==> src/rtl/fetch_unit.sv <==
// Fetch stage: PC generation, 1-cycle instruction memory port, and an
// in-order bundle queue feeding decode with redirect flush.
module fetch_unit #(
    parameter int FETCH_WIDTH   = 2,
    parameter int CPU_ADDR_BITS = 32,
    parameter int CPU_DATA_BITS = 32,
    parameter logic [CPU_ADDR_BITS-1:0] RESET_PC = '0,
    parameter int FQ_DEPTH      = 4
) (
    input  logic                                 clk,
    input  logic                                 rst,
    output logic [CPU_ADDR_BITS-1:0]             icache_addr,
    output logic                                 icache_re,
    input  logic [FETCH_WIDTH*CPU_DATA_BITS-1:0] icache_dout,
    input  logic                                 icache_dout_val,
    output logic                                 icache_stall,
    input  logic                                 redirect_val,
    input  logic [CPU_ADDR_BITS-1:0]             redirect_pc,
    output logic                                 fq_valid,
    output logic [CPU_ADDR_BITS-1:0]             fq_pc,
    output logic [FETCH_WIDTH*CPU_DATA_BITS-1:0] fq_instr,
    input  logic                                 fq_ready
);

    localparam int BW    = FETCH_WIDTH * CPU_DATA_BITS;
    localparam int PTR_W = (FQ_DEPTH > 1) ? $clog2(FQ_DEPTH) : 1;
    localparam int CNT_W = PTR_W + 1;
    localparam logic [CPU_ADDR_BITS-1:0] PC_STEP =
        CPU_ADDR_BITS'(FETCH_WIDTH * 4);
    localparam logic [CPU_ADDR_BITS-1:0] ALIGN_MASK =
        ~CPU_ADDR_BITS'(3);
    localparam logic [CNT_W:0] DEPTH_OCC = (CNT_W + 1)'(FQ_DEPTH);
    localparam logic [CNT_W-1:0] DEPTH_CNT = CNT_W'(FQ_DEPTH);

    logic [CPU_ADDR_BITS-1:0] r_pc;
    logic [CPU_ADDR_BITS-1:0] r_req_pc;
    logic                     r_pend;
    logic [PTR_W-1:0]         r_head;
    logic [PTR_W-1:0]         r_tail;
    logic [CNT_W-1:0]         r_count;
    logic [CPU_ADDR_BITS-1:0] r_fq_pc    [FQ_DEPTH];
    logic [BW-1:0]            r_fq_instr [FQ_DEPTH];

    logic                     w_issue;
    logic                     w_enq;
    logic                     w_deq;
    logic [CNT_W:0]           w_occ;
    logic [CPU_ADDR_BITS-1:0] w_redir_pc;

    // Outstanding request reserves its slot, so an accepted
    // response never finds the queue full.
    assign w_occ      = {1'b0, r_count} + (CNT_W + 1)'(r_pend);
    assign w_issue    = !rst && !redirect_val && (w_occ < DEPTH_OCC);
    assign w_enq      = icache_dout_val && r_pend && !redirect_val;
    assign w_deq      = (r_count != '0) && fq_ready && !redirect_val;
    assign w_redir_pc = redirect_pc & ALIGN_MASK;

    assign icache_addr  = r_pc;
    assign icache_re    = w_issue;
    assign icache_stall = 1'b0;

    assign fq_valid = (r_count != '0);
    assign fq_pc    = r_fq_pc[r_head];
    assign fq_instr = r_fq_instr[r_head];

    always_ff @(posedge clk) begin
        if (rst) begin
            r_pc     <= RESET_PC;
            r_req_pc <= RESET_PC;
            r_pend   <= 1'b0;
        end else if (redirect_val) begin
            r_pc   <= w_redir_pc;
            r_pend <= 1'b0;
        end else begin
            r_pend <= w_issue;
            if (w_issue) begin
                r_pc     <= r_pc + PC_STEP;
                r_req_pc <= r_pc;
            end
        end
    end

    always_ff @(posedge clk) begin
        if (rst || redirect_val) begin
            r_head  <= '0;
            r_tail  <= '0;
            r_count <= '0;
        end else begin
            if (w_enq) begin
                r_tail <= r_tail + PTR_W'(1);
            end
            if (w_deq) begin
                r_head <= r_head + PTR_W'(1);
            end
            unique case ({w_enq, w_deq})
                2'b10:   r_count <= r_count + CNT_W'(1);
                2'b01:   r_count <= r_count - CNT_W'(1);
                default: r_count <= r_count;
            endcase
        end
    end

    always_ff @(posedge clk) begin
        if (rst) begin
            for (int i = 0; i < FQ_DEPTH; i++) begin
                r_fq_pc[i]    <= '0;
                r_fq_instr[i] <= '0;
            end
        end else if (w_enq) begin
            r_fq_pc[r_tail]    <= r_req_pc;
            r_fq_instr[r_tail] <= icache_dout;
        end
    end

    a_no_enq_full: assert property (@(posedge clk) disable iff (rst)
        !(w_enq && (r_count == DEPTH_CNT)));

endmodule

==> config.mk <==
export PLATFORM = sky130hd
export DESIGN_NAME = fetch_unit
export DESIGN_NICKNAME = d
export VERILOG_FILES = /design/src/rtl/fetch_unit.sv
export SDC_FILE = /design/constraint.sdc
export NUM_CORES = 1
export LEC_CHECK = 0
export BUFFER_PORTS_ARGS = -buffer_cell sky130_fd_sc_hd__buf_2
export CAP_MARGIN = 20
export CORE_MARGIN = 4
export CORE_UTILIZATION = 58
export DETAILED_ROUTE_END_ITERATION = 8
export PLACE_DENSITY = 0.8
export SYNTH_ARGS = -nofsm -noshare
export SYNTH_HDL_FRONTEND = slang
export SYNTH_SLANG_ARGS = --single-unit
==> constraint.sdc <==
create_clock -name clk -period 7.1 [get_ports clk]
set_clock_uncertainty 0.1 [all_clocks]
set_input_delay 0 -clock clk [delete_from_list [all_inputs] [get_ports clk]]
set_output_delay 0 -clock clk [all_outputs]
set_load 0.05 [all_outputs]
# [Word level (Yosys, flattened, before mapping)]
# Memory sizes are Yosys's and may differ from the RTL's. A register that Yosys moved wholly into a read port is not among the register bits.
# Index checks and enable logic that the tools add are counted.
[classes] add_sub_neg=6 order_cmp=1 n_eq_ne=2 n_mux=18 bitwise=1 reduce_logical=16
[op_table] operator="two-way mux 32 bit" n=3
[op_table] operator="two-way mux 64 bit" n=1
[op_table] operator="OR reduction 64 bit" n=1
[op_table] operator="adder 32 x 4 -> 32 bit, second input constant" n=1
[op_table] operator="OR reduction 32 bit" n=1
[op_table] operator="two-way mux 2 bit" n=6
[op_table] operator="two-way mux 1 bit" n=7
[op_table] operator="logical AND 1 bit" n=6
[op_table] operator="one-hot mux 3 bit (2 select lines)" n=1
[op_table] operator="adder 2 x 1 -> 2 bit, second input constant" n=2
[op_table] operator="adder 3 x 1 -> 4 bit" n=1
[op_table] operator="< comparator 4 x 3 -> 1 bit, second input constant" n=1
[op_table] operator="nonzero test 2 bit" n=2
[op_table] operator="adder 3 x 1 -> 3 bit, second input constant" n=1
[op_table] operator="nonzero test 3 bit" n=1
[op_table] operator="subtractor 3 x 1 -> 3 bit, second input constant" n=1
[op_table] operator="== test 2 x 1 -> 1 bit, second input constant" n=1
[op_table] operator="== test 2 bit, second input constant" n=1
[op_table] operator="zero test 1 bit" n=2
[op_table] operator="AND reduction 2 bit" n=1
[op_table] operator="OR reduction 2 bit" n=1
[op_table] operator="logical OR 1 bit" n=1
[op_table] operator="NOT 1 bit" n=1
[totals] register_bits=72 ram_bits=384 input_bits=101 out_inout_bits=131 word_cells=53 n_memories=2
[memory_table] name="r_fq_instr" words=4 width=64 read_ports=1 rd_clocked_by_memory_dff=1 write_ports=4 line_no="42" source="logic [BW-1:0] r_fq_instr [FQ_DEPTH];"
[memory_table] name="r_fq_pc" words=4 width=32 read_ports=1 rd_clocked_by_memory_dff=1 write_ports=4 line_no="41" source="logic [CPU_ADDR_BITS-1:0] r_fq_pc [FQ_DEPTH];"

# [Longest topological paths before layout]
[depth] word_depth=7 depth_mapped=9 ltp_nobuf=8

# [Least setup slack after synthesis]
# Ideal clock, no wire load.
[synth_path] path_type="register to register" startpoint="reg r_pend" endpoint="mem r_fq_instr[2][0] (netlist bit) (enable)" setup_time_ns=0.566 t_arrival_ns=5.107 path_slack_ns=1.327 stages_incl_launch_ff=5 path_cell_list="dfxtp_1 > and3b_1 > clkbuf_1 > inv_1 > o21bai_1"
[synth_rtl] element="from (decl)" line_no="37" source="logic r_pend;"
[synth_rtl] element="from (signal assigned)" line_no="75" source="r_pend <= w_issue;"
[synth_rtl] element="to (decl)" line_no="42"

==> flow_metrics.tcl <==
set metrics [dict create \
    min_period_over_period 0.5478 \
    clk_latency_ns 0.54 \
    netlist-cell-type-count 52 \
    critPathTopFamily "simple AND/OR/NAND/NOR gates" \
    yosysTopAreaCell "edfxtp_1" \
    wl_per_cell_um 20.79 \
    reg2reg_depth 6 \
    critPathLaunch "r_pend" \
    vias 12210 \
    hpwl_um 24230 \
    cellInternalPower_mw 4.389 \
    r2r_end "r_fq_instr[1][21]" \
    drt-met1-wl_um 17440 \
    critPathArrivalTime_ns 3.97 \
    ys.flop_type "edfxtp_1" \
    path_class "reg -> reg" \
    gp_congestion 0.8674 \
    ys_async_sr_fraction 0 \
    nets 1746 \
    grt_pass1_wl_um 69260 \
    grt_pass1_vias 12690 \
    fillCellCount 2104 \
    dpl_worst_slack_ns 3.112 \
    clk_pin_slew_ns 0.06 \
    synth_edf_count 376 \
    drc_errors 0 \
    stdcell_count 2119 \
    report.final.hold_viol_count 0 \
    placed_cell_area_mm2 0.02082 \
    ff2ff_setup_slack_ns 3.21 \
    io_pins 232 \
    period_needed_ns 3.889 \
    cpMaxStageDelayCell "or2_4" \
    synth-seq-cells 446 \
    synthTopCellsByArea "edfxtp_1 58%, and2_1 12%, mux4_2 11%, dfxtp_1 7.2%, nand2_1 1.7%" \
    start_util 0.5919 \
    cp_data_required_time_ns 7.18 \
    max_stage_delay_ns 0.96 \
    cp-end-kind "register" \
    power_frac_comb 0.076 \
    tightestPinTransition_ns 1.050 \
    grt_start_max_net_pins 96 \
    highest_layer "met4" \
    syn-cell-area_mm2 0.01936 \
    rsz0062_at_grt "false" \
    drt-total-wl_um 44050 \
    cts_resized 0 \
    fmax_mhz 257.1 \
    netlist.area_leader.share 0.5833 \
    static-leakage-power_nw 8.719 \
    hold_slack_ns 0.04486 \
    clock-sinks 446 \
    drive_above_1_share 0.2442 \
    setup-tns-final_ns 0 \
    clockRootBuffer "clkbuf_16" \
    utilization 0.7149 \
    start_kind "register" \
    power_density_mw_per_mm2 242.6 \
    port_buffers 224 \
    grt_overflow 0 \
    layout_common_cells "386 x and2_1, 376 x edfxtp_1, 224 x buf_2, 112 x dlygate4sd3_1, 94 x mux4_2" \
    synthCells 1336 \
    seq_power_share 0.525 \
    post_cts_buffers 0 \
    num_rows 66 \
    yosysWarnings 0 \
    worstSetupEndpoint "r_fq_instr[1][21]" \
    rr_startpoint "r_pend" \
    postSynthAreaPerCell_um2 14.49 \
    drt-initial-drc-count 1078 \
    ir_worst_vdd_v 0.0001475 \
    maxCapViolations 0 \
    cts_tree "yes" \
    cts_buffers 45 \
    wl_met2_um 21810 \
    hold_depth 3 \
    die_h_um 190.7 \
    die_w_um 190.7 \
    die_area_mm2 0.03636 \
    setup_viol_count_final 0 \
    slew_headroom 0.2982 \
    stdcell_area_mm2 0.02338 \
    antenna_left 0 \
    coreArea_mm2 0.03270 \
    slew_viol_final 0 \
    vias_per_cell 5.761 \
    crit_cells 6 \
    crit_chain "and3b_1 -> nand2b_1 -> nor3b_2 -> buf_4 -> or2_4 -> buf_4" \
    p_switching_mw 1.283 \
    crit_fanout 95 \
    setup_ws_ns 3.211 \
    antenna_found_initial 1 \
    timing.critical_path.buf_inv 2 \
    power_mw 5.672 \
    switching_share 0.2261 \
    track_usage 0.2419 \
    area_delta_synth_final_pct 20.77 \
    htreeDepth 2 \
    final_common_cell "and2_1" \
    hold_class "in -> reg" \
    seq_area_frac_synth 0.6557 \
    place_inst 1924 \
    status "finished, final reports clean" \
    met3_wirelength_um 3595 \
    clock_path_buffers 3 \
    cpMostUsedCell "buf_4" \
    dr.pass1.iters 5 \
    clockPowerShare 0.399 \
]
## cell families after synthesis
group                    Yosys count  share of synthesized area
buffers and inverters            106                    0.02211
flip-flops                       446                     0.6557
adder cells (fa/ha/maj)            3                   0.002327
multiplexers                      96                     0.1104
XOR/XNOR                          11                   0.004977
AO/OA/AOI/OAI                     91                    0.03044
other                              1                  0.0001937
AND/OR/NAND/NOR                  582                     0.1739
## worst min path at each step
stage                    from              to  slack (ns)
6_report                  rst    r_req_pc[29]        0.04
5_1_grt                   rst     r_req_pc[7]        0.07
3_3_place_gp   redirect_pc[2]  icache_addr[2]        0.16
4_1_cts                   rst    r_req_pc[23]       0.002
2_1_floorplan  redirect_pc[3]  icache_addr[3]        0.04
3_5_place_dp   redirect_pc[2]  icache_addr[2]        0.17
## cells in the mapped netlist, drive strengths merged, types with 2 or more instances
cell type and count:
a211oi 4, a21oi 34, a311oi 4, a31o 3, a31oi 19, and2 386, and3 6, and4 3
buf 19, clkbuf 77, dfxtp 70, edfxtp 376, ha 2, inv 9, mux2i 2, mux4 94
nand2 90, nand2b 2, nand3 12, nand4 12, nor2 21, nor2b 2, nor3 14, nor4 5
o211ai 4, o21ai 5, o221ai 5, o311ai 5, o31ai 2, or2 5, or3 10, or4 9
xnor2 6, xor2 5
## sequential cells by signal, indices dropped and copies added (netlist names), named ones only
| name | cells |
|---|---|
| r_req_pc | 30 |
| r_tail | 2 |
| r_fq_instr | 256 |
| r_head | 2 |
| r_fq_pc | 120 |
| icache_addr | 30 |
| r_count | 3 |
| r_pend | 1 |
## worst register-to-register path, delay by kind of cell (launching register included)
family | cells | cell delay, ns
flops | 1 | 0.35
simple gates | 4 | 1.69
buf+inv | 2 | 1.39
## layer usage
| layer | up-vias | global-route usage |
|---|---|---|
| met1 | 5982 | 0.3257 |
| met4 | 0 | 0.06354 |
| met3 | 100 | 0.04431 |
| met2 | 610 | 0.4127 |
| li1 | 5516 | - |
| met5 | - | 0 |
## final cells by class
| class | count | area [um2] | share of cell area |
|---|---|---|---|
| sequential | 446 | 12700 | 0.5432 |
| multi-input combinational | 788 | 6302 | 0.2696 |
| timing repair buffer | 351 | 2367 | 0.1013 |
| clock buffer | 59 | 1262 | 0.05400 |
| tap | 442 | 553.0 | 0.02366 |
| clock inverter | 21 | 151.4 | 0.006476 |
| inverter | 10 | 37.54 | 0.001606 |
| antenna | 2 | 5.005 | 0.0002141 |
## timing repair
action,CTS,global route
setup endpoints to repair,0,0
hold buffers,112,0
hold endpoints to repair,292,0
## power groups by stage
| stage | Clock (mW) | Sequential (mW) | Combinational, mW |
|---|---|---|---|
| floorplan | 0 | 3.05 | 0.226 |
| global placement | 0 | 3.02 | 0.376 |
| detailed placement | 0 | 3.03 | 0.380 |
| CTS | 2.29 | 2.97 | 0.431 |
| global route | 2.40 | 2.98 | 0.459 |
| finish | 2.26 | 2.98 | 0.434 |
(Power assumes the default switching activity.)
